## src/rtl/mem_wb_pipe.sv

```systemverilog
// MEM->WB pipeline stage with a valid/ready handshake and a 2-entry skid buffer.
// Provides flush, x0-write gating and saturating stall/bubble counters.
module mem_wb_pipe #(
  parameter int DATA_W = 32,
  parameter int REG_AW = 5,
  parameter int SRC_W  = 2,
  parameter int CNT_W  = 16
) (
  input  logic              clk,
  input  logic              rst,
  input  logic              flush,
  input  logic              in_valid,
  output logic              in_ready,
  input  logic              in_reg_write,
  input  logic [SRC_W-1:0]  in_reg_src,
  input  logic [DATA_W-1:0] in_load_data,
  input  logic [DATA_W-1:0] in_alu_rlt,
  input  logic [REG_AW-1:0] in_rd,
  input  logic [DATA_W-1:0] in_pc_4,
  input  logic [DATA_W-1:0] in_pc_imm,
  output logic              out_valid,
  input  logic              out_ready,
  output logic              out_reg_write,
  output logic [SRC_W-1:0]  out_reg_src,
  output logic [DATA_W-1:0] out_load_data,
  output logic [DATA_W-1:0] out_alu_rlt,
  output logic [REG_AW-1:0] out_rd,
  output logic [DATA_W-1:0] out_pc_4,
  output logic [DATA_W-1:0] out_pc_imm,
  output logic [CNT_W-1:0]  stall_cnt,
  output logic [CNT_W-1:0]  bubble_cnt
);

  typedef struct packed {
    logic              reg_write;
    logic [SRC_W-1:0]  reg_src;
    logic [DATA_W-1:0] load_data;
    logic [DATA_W-1:0] alu_rlt;
    logic [REG_AW-1:0] rd;
    logic [DATA_W-1:0] pc_4;
    logic [DATA_W-1:0] pc_imm;
  } ent_t;

  localparam logic [CNT_W-1:0] CNT_ONE = {{(CNT_W-1){1'b0}}, 1'b1};
  localparam logic [CNT_W-1:0] CNT_MAX = {CNT_W{1'b1}};

  ent_t main_q, main_d;
  ent_t skid_q, skid_d;
  ent_t in_ent;
  logic main_v_q, main_v_d;
  logic skid_v_q, skid_v_d;
  logic rdy_q, rdy_d;
  logic [CNT_W-1:0] stall_q, stall_d;
  logic [CNT_W-1:0] bubble_q, bubble_d;
  logic acc;
  logic main_ld;

  assign in_ent = '{
    reg_write: in_reg_write,
    reg_src:   in_reg_src,
    load_data: in_load_data,
    alu_rlt:   in_alu_rlt,
    rd:        in_rd,
    pc_4:      in_pc_4,
    pc_imm:    in_pc_imm
  };

  assign acc     = in_valid & rdy_q;
  assign main_ld = ~main_v_q | out_ready;

  // Entry movement: skid has priority into main, input fills whichever slot is free.
  always_comb begin
    main_d   = main_q;
    skid_d   = skid_q;
    main_v_d = main_v_q;
    skid_v_d = skid_v_q;
    if (flush) begin
      main_v_d = 1'b0;
      skid_v_d = 1'b0;
    end else begin
      if (main_ld) begin
        if (skid_v_q) begin
          main_d   = skid_q;
          main_v_d = 1'b1;
          skid_v_d = 1'b0;
        end else if (acc) begin
          main_d   = in_ent;
          main_v_d = 1'b1;
        end else begin
          main_v_d = 1'b0;
        end
      end
      if (acc & main_v_q & ~out_ready) begin
        skid_d   = in_ent;
        skid_v_d = 1'b1;
      end
    end
    rdy_d = ~skid_v_d;
  end

  // Saturating stall/bubble counters, observed on the current WB handshake.
  always_comb begin
    stall_d  = stall_q;
    bubble_d = bubble_q;
    if (main_v_q & ~out_ready & (stall_q != CNT_MAX))
      stall_d = stall_q + CNT_ONE;
    if (~main_v_q & out_ready & (bubble_q != CNT_MAX))
      bubble_d = bubble_q + CNT_ONE;
  end

  // State registers with synchronous reset.
  always_ff @(posedge clk) begin
    if (rst) begin
      main_q   <= '0;
      skid_q   <= '0;
      main_v_q <= 1'b0;
      skid_v_q <= 1'b0;
      rdy_q    <= 1'b1;
      stall_q  <= '0;
      bubble_q <= '0;
    end else begin
      main_q   <= main_d;
      skid_q   <= skid_d;
      main_v_q <= main_v_d;
      skid_v_q <= skid_v_d;
      rdy_q    <= rdy_d;
      stall_q  <= stall_d;
      bubble_q <= bubble_d;
    end
  end

  assign in_ready      = rdy_q;
  assign out_valid     = main_v_q;
  assign out_reg_write = main_q.reg_write & main_v_q & (main_q.rd != '0);
  assign out_reg_src   = main_q.reg_src;
  assign out_load_data = main_q.load_data;
  assign out_alu_rlt   = main_q.alu_rlt;
  assign out_rd        = main_q.rd;
  assign out_pc_4      = main_q.pc_4;
  assign out_pc_imm    = main_q.pc_imm;
  assign stall_cnt     = stall_q;
  assign bubble_cnt    = bubble_q;

endmodule

```

## config.mk

```make
export PLATFORM = sky130hd
export DESIGN_NAME = mem_wb_pipe
export DESIGN_NICKNAME = d
export VERILOG_FILES = /design/src/rtl/mem_wb_pipe.sv
export SDC_FILE = /design/constraint.sdc
export NUM_CORES = 1
export LEC_CHECK = 0
export BUFFER_PORTS_ARGS = -buffer_cell sky130_fd_sc_hd__clkbuf_2
export CAP_MARGIN = 10
export CORE_MARGIN = 4
export CORE_UTILIZATION = 54
export DETAILED_ROUTE_END_ITERATION = 6
export PLACE_DENSITY = 0.81
export SYNTH_ARGS = -nofsm -noshare
export SYNTH_HDL_FRONTEND = slang
export SYNTH_SLANG_ARGS = --single-unit
```

## constraint.sdc

```tcl
create_clock -name clk -period 2.7 [get_ports clk]
set_clock_uncertainty 0.15 [all_clocks]
set_input_delay 0.135 -clock clk [delete_from_list [all_inputs] [get_ports clk]]
set_output_delay 0.135 -clock clk [all_outputs]
set_load 0.005 [all_outputs]
```

==> impl_metrics.py <==
metrics = {
    "critical_path": {
        "crit_family": "simple AND/OR/NAND/NOR gates",
        "cp_slowest_stage_delay_ns": 0.46,
        "crit_type": "flop to flop",
        "start_kind": "flop",
        "timing.rr.start": "out_valid",
        "critPathBufInv": 0,
        "crit_path_max_fanout": 10,
        "reg2reg_slack_ns": 0.35,
        "cp.arrival_ns": 2.59,
        "reg2reg_to": "stall_cnt[15]",
        "crit_start": "out_valid",
        "cpMaxStageDelayCell": "nor2b_1",
        "worstRegToRegCells": 4,
        "cp.required_ns": 2.94,
        "critPathCaptureType": "flop",
        "cp.depth": 4,
        "worstPathCellList": "nor2b_1 -> nand4_1 -> nor4_1 -> mux2_2",
    },
    "floorplanning": {
        "die_area_um2": 27110,
        "ioPinCount": 311,
        "chipHeight_um": 164.7,
        "placementRows": 57,
        "initial_core_util": 0.5465,
        "die_w_um": 164.7,
        "core_area_um2": 24250,
    },
    "pwr": {
        "swShare": 0.2311,
        "power.leakage_nw": 6.174,
        "internal-power_mw": 7.894,
        "p_switching_mw": 2.372,
        "peakVddDrop_v": 0.0006762,
        "power.density_nw_per_um2": 623.1,
        "pwr-share-clk": 0.438,
        "pwr-share-comb": 0.095,
        "seqPwrFrac": 0.467,
    },
    "clock_network": {
        "cts-buffers-inserted": 34,
        "cts_setup_buffers": 0,
        "clk_path_buf_depth": 3,
        "cts_sinks": 307,
        "cts_tree": "done",
        "h-tree-depth": 2,
        "clock-root-buffer": "clkbuf_16",
        "cts_hold_buffers": 139,
        "clock_latency_ns": 0.50,
        "cts.clk_slew.worst_paths_ns": 0.06,
        "post_cts_resized": 0,
    },
    "synth": {
        "synth.cell_area_um2": 13250,
        "synth_edf_count": 0,
        "async_flop_share": 0,
        "yosys.area_share.simple": 0.1606,
        "synth_xor_area_frac": 0.001322,
        "ys_seq_area_frac": 0.4638,
        "synthesis.instances": 1536,
        "yosys_warnings": 0,
        "synth_cell_type_count": 38,
        "synth-seq-cells": 307,
        "synth_top_family_by_area": "simple AND/OR/NAND/NOR gates",
        "ys.flop_type": "dfxtp_1",
        "synth-adder-area-share": 0.001888,
        "synth.net_count": 1679,
        "synth.area.mux_share": 0.1077,
        "synth_area_per_cell_um2": 8.627,
        "synth_compound_area_frac": 0.1526,
    },
    "drt": {
        "wl_met2_um": 17380,
        "met1_length_um": 14070,
        "wl_met3_um": 2371,
        "top_layer_used": "met4",
        "num_vias": 11750,
        "drt_iter0_markers": 991,
        "wl_per_cell_um": 16.48,
        "ant_nets": 0,
        "firstDrtPassIters": 5,
        "drc": 0,
        "drt_wl_total_um": 35180,
        "vias_per_cell": 5.504,
    },
    "sta": {
        "drv_slew": 0,
        "rsz0062_at_grt": "false",
        "worst_slew_pin_slew_ns": 1.140,
        "hold_violations": 0,
        "final.setup.tns_ns": 0,
        "setup_viol": 0,
        "hold_ws_ns": 0.01356,
        "fin_crit_ns": 2.354,
        "fmax_mhz": 424.9,
        "min_period_over_period": 0.8718,
        "relSlewSlack": 0.2399,
    },
    "final_layout": {
        "final_cells": 2135,
        "synthToLayoutAreaGrowth_pct": 24.32,
        "layout.nets": 1932,
        "n_fill_cell": 1780,
        "drive_above_1_share": 0.2126,
        "multi_input_area_um2": 5635,
        "mostFrequentLayoutCells": "clkbuf_2 (309), dfxtp_1 (306), nand2_1 (280)",
        "design_area_um2": 16470,
        "diodes": 0,
        "seqCellArea_um2": 6150,
        "final_common_cell": "clkbuf_2",
    },
    "min_path": {
        "holdPathEnd": "stall_cnt[8]",
        "hold_class": "input port to flop",
        "min_path_cells": 2,
        "worstHoldStart": "rst",
    },
    "global_route": {
        "grt_max_degree": 152,
        "grt_pass1_wl_um": 56640,
        "grt_pass1_vias": 11540,
        "grt.overflow.total": 0,
        "grt_use_total": 0.2494,
        "antenna_found_initial": 0,
    },
    "place": {
        "place_hpwl_um": 20090,
        "io_buffers": 310,
        "placed_area_um2": 13990,
        "gp_congestion": 0.8236,
        "dpl.cell_count": 1938,
    },
    "job": {
        "max_cap_viol_count": 0,
    },
    "status": {
        "status": "completed",
    },
}
[stage by stage]
stage	worst slack (ns)	util	power [mW]
global placement	0.4949	0.5770	5.649
global route	0.2096	0.6794	10.67
finish	0.3462	0.6794	10.27
CTS	0.3844	0.6794	10.34
floorplan	0.7322	-	5.462
detailed placement	0.4164	0.5770	5.675
[sequential cells by signal, indices dropped and copies added (netlist names)]
signal,cells
bubble_cnt,16
in_ready,1
main_q,1
out_alu_rlt,32
out_load_data,32
out_pc_4,32
out_pc_imm,32
out_rd,5
out_reg_src,2
out_valid,1
skid_q,136
skid_v_q,1
stall_cnt,16
[power groups by stage]
stage,clock network (mW),logic [mW],registers [mW]
6_report,4.49,0.980,4.79
5_1_grt,4.78,1.08,4.81
4_1_cts,4.60,0.956,4.79
3_5_place_dp,0,0.790,4.88
3_3_place_gp,0,0.769,4.88
2_1_floorplan,0,0.604,4.86
[layout make-up]
class | instances | area share
Clock buffer | 52 | 0.06266
Clock inverter | 6 | 0.003570
Inverter | 4 | 0.0009114
Multi-Input combinational cell | 978 | 0.3421
Sequential cell | 307 | 0.3733
Tap cell | 324 | 0.02461
Timing Repair Buffer | 464 | 0.1929
[cells by family after synthesis]
| family | after synthesis |
|---|---|
| compound gates | 322 |
| xor+xnor | 2 |
| buf+inv | 251 |
| simple gates | 510 |
| flops | 307 |
| fa+ha+maj | 2 |
| mux | 142 |
[routing by layer]
| layer | global-route usage | vias up |
|---|---|---|
| li1 | - | 5704 |
| met1 | 0.2969 | 5525 |
| met2 | 0.4322 | 417 |
| met3 | 0.05465 | 106 |
| met4 | 0.1096 | 0 |
| met5 | 0 | - |
[how the worst max path moves through the flow]
stage,to,slack [ns]
global route,stall_cnt[15],0.21
floorplan,bubble_cnt[3],0.73
CTS,stall_cnt[15],0.38
detailed placement,stall_cnt[15],0.42
global placement,stall_cnt[15],0.49
finish,stall_cnt[15],0.35
[worst reg2reg max path, cell delays in order, from the launching register on]
cell	delay (ns)
dfxtp_1	0.42
nor2b_1	0.46
nand4_1	0.41
nor4_1	0.43
mux2_2	0.37
[cell usage after synthesis, types with 9 or more instances]
cell type	count	share of area
nand2_1	280	0.079
buf_4	136	0.077
or4_1	13	0.0074
a211oi_1	141	0.080
nor2_1	149	0.042
o31ai_1	9	0.0051
nand4_1	9	0.0042
nand3_1	13	0.0049
buf_2	26	0.0098
mux2i_1	137	0.10
dfxtp_1	307	0.46
clkbuf_1	76	0.022
buf_1	9	0.0025
a21oi_1	156	0.059
Note: power is estimated with default switching activity, not from simulation.
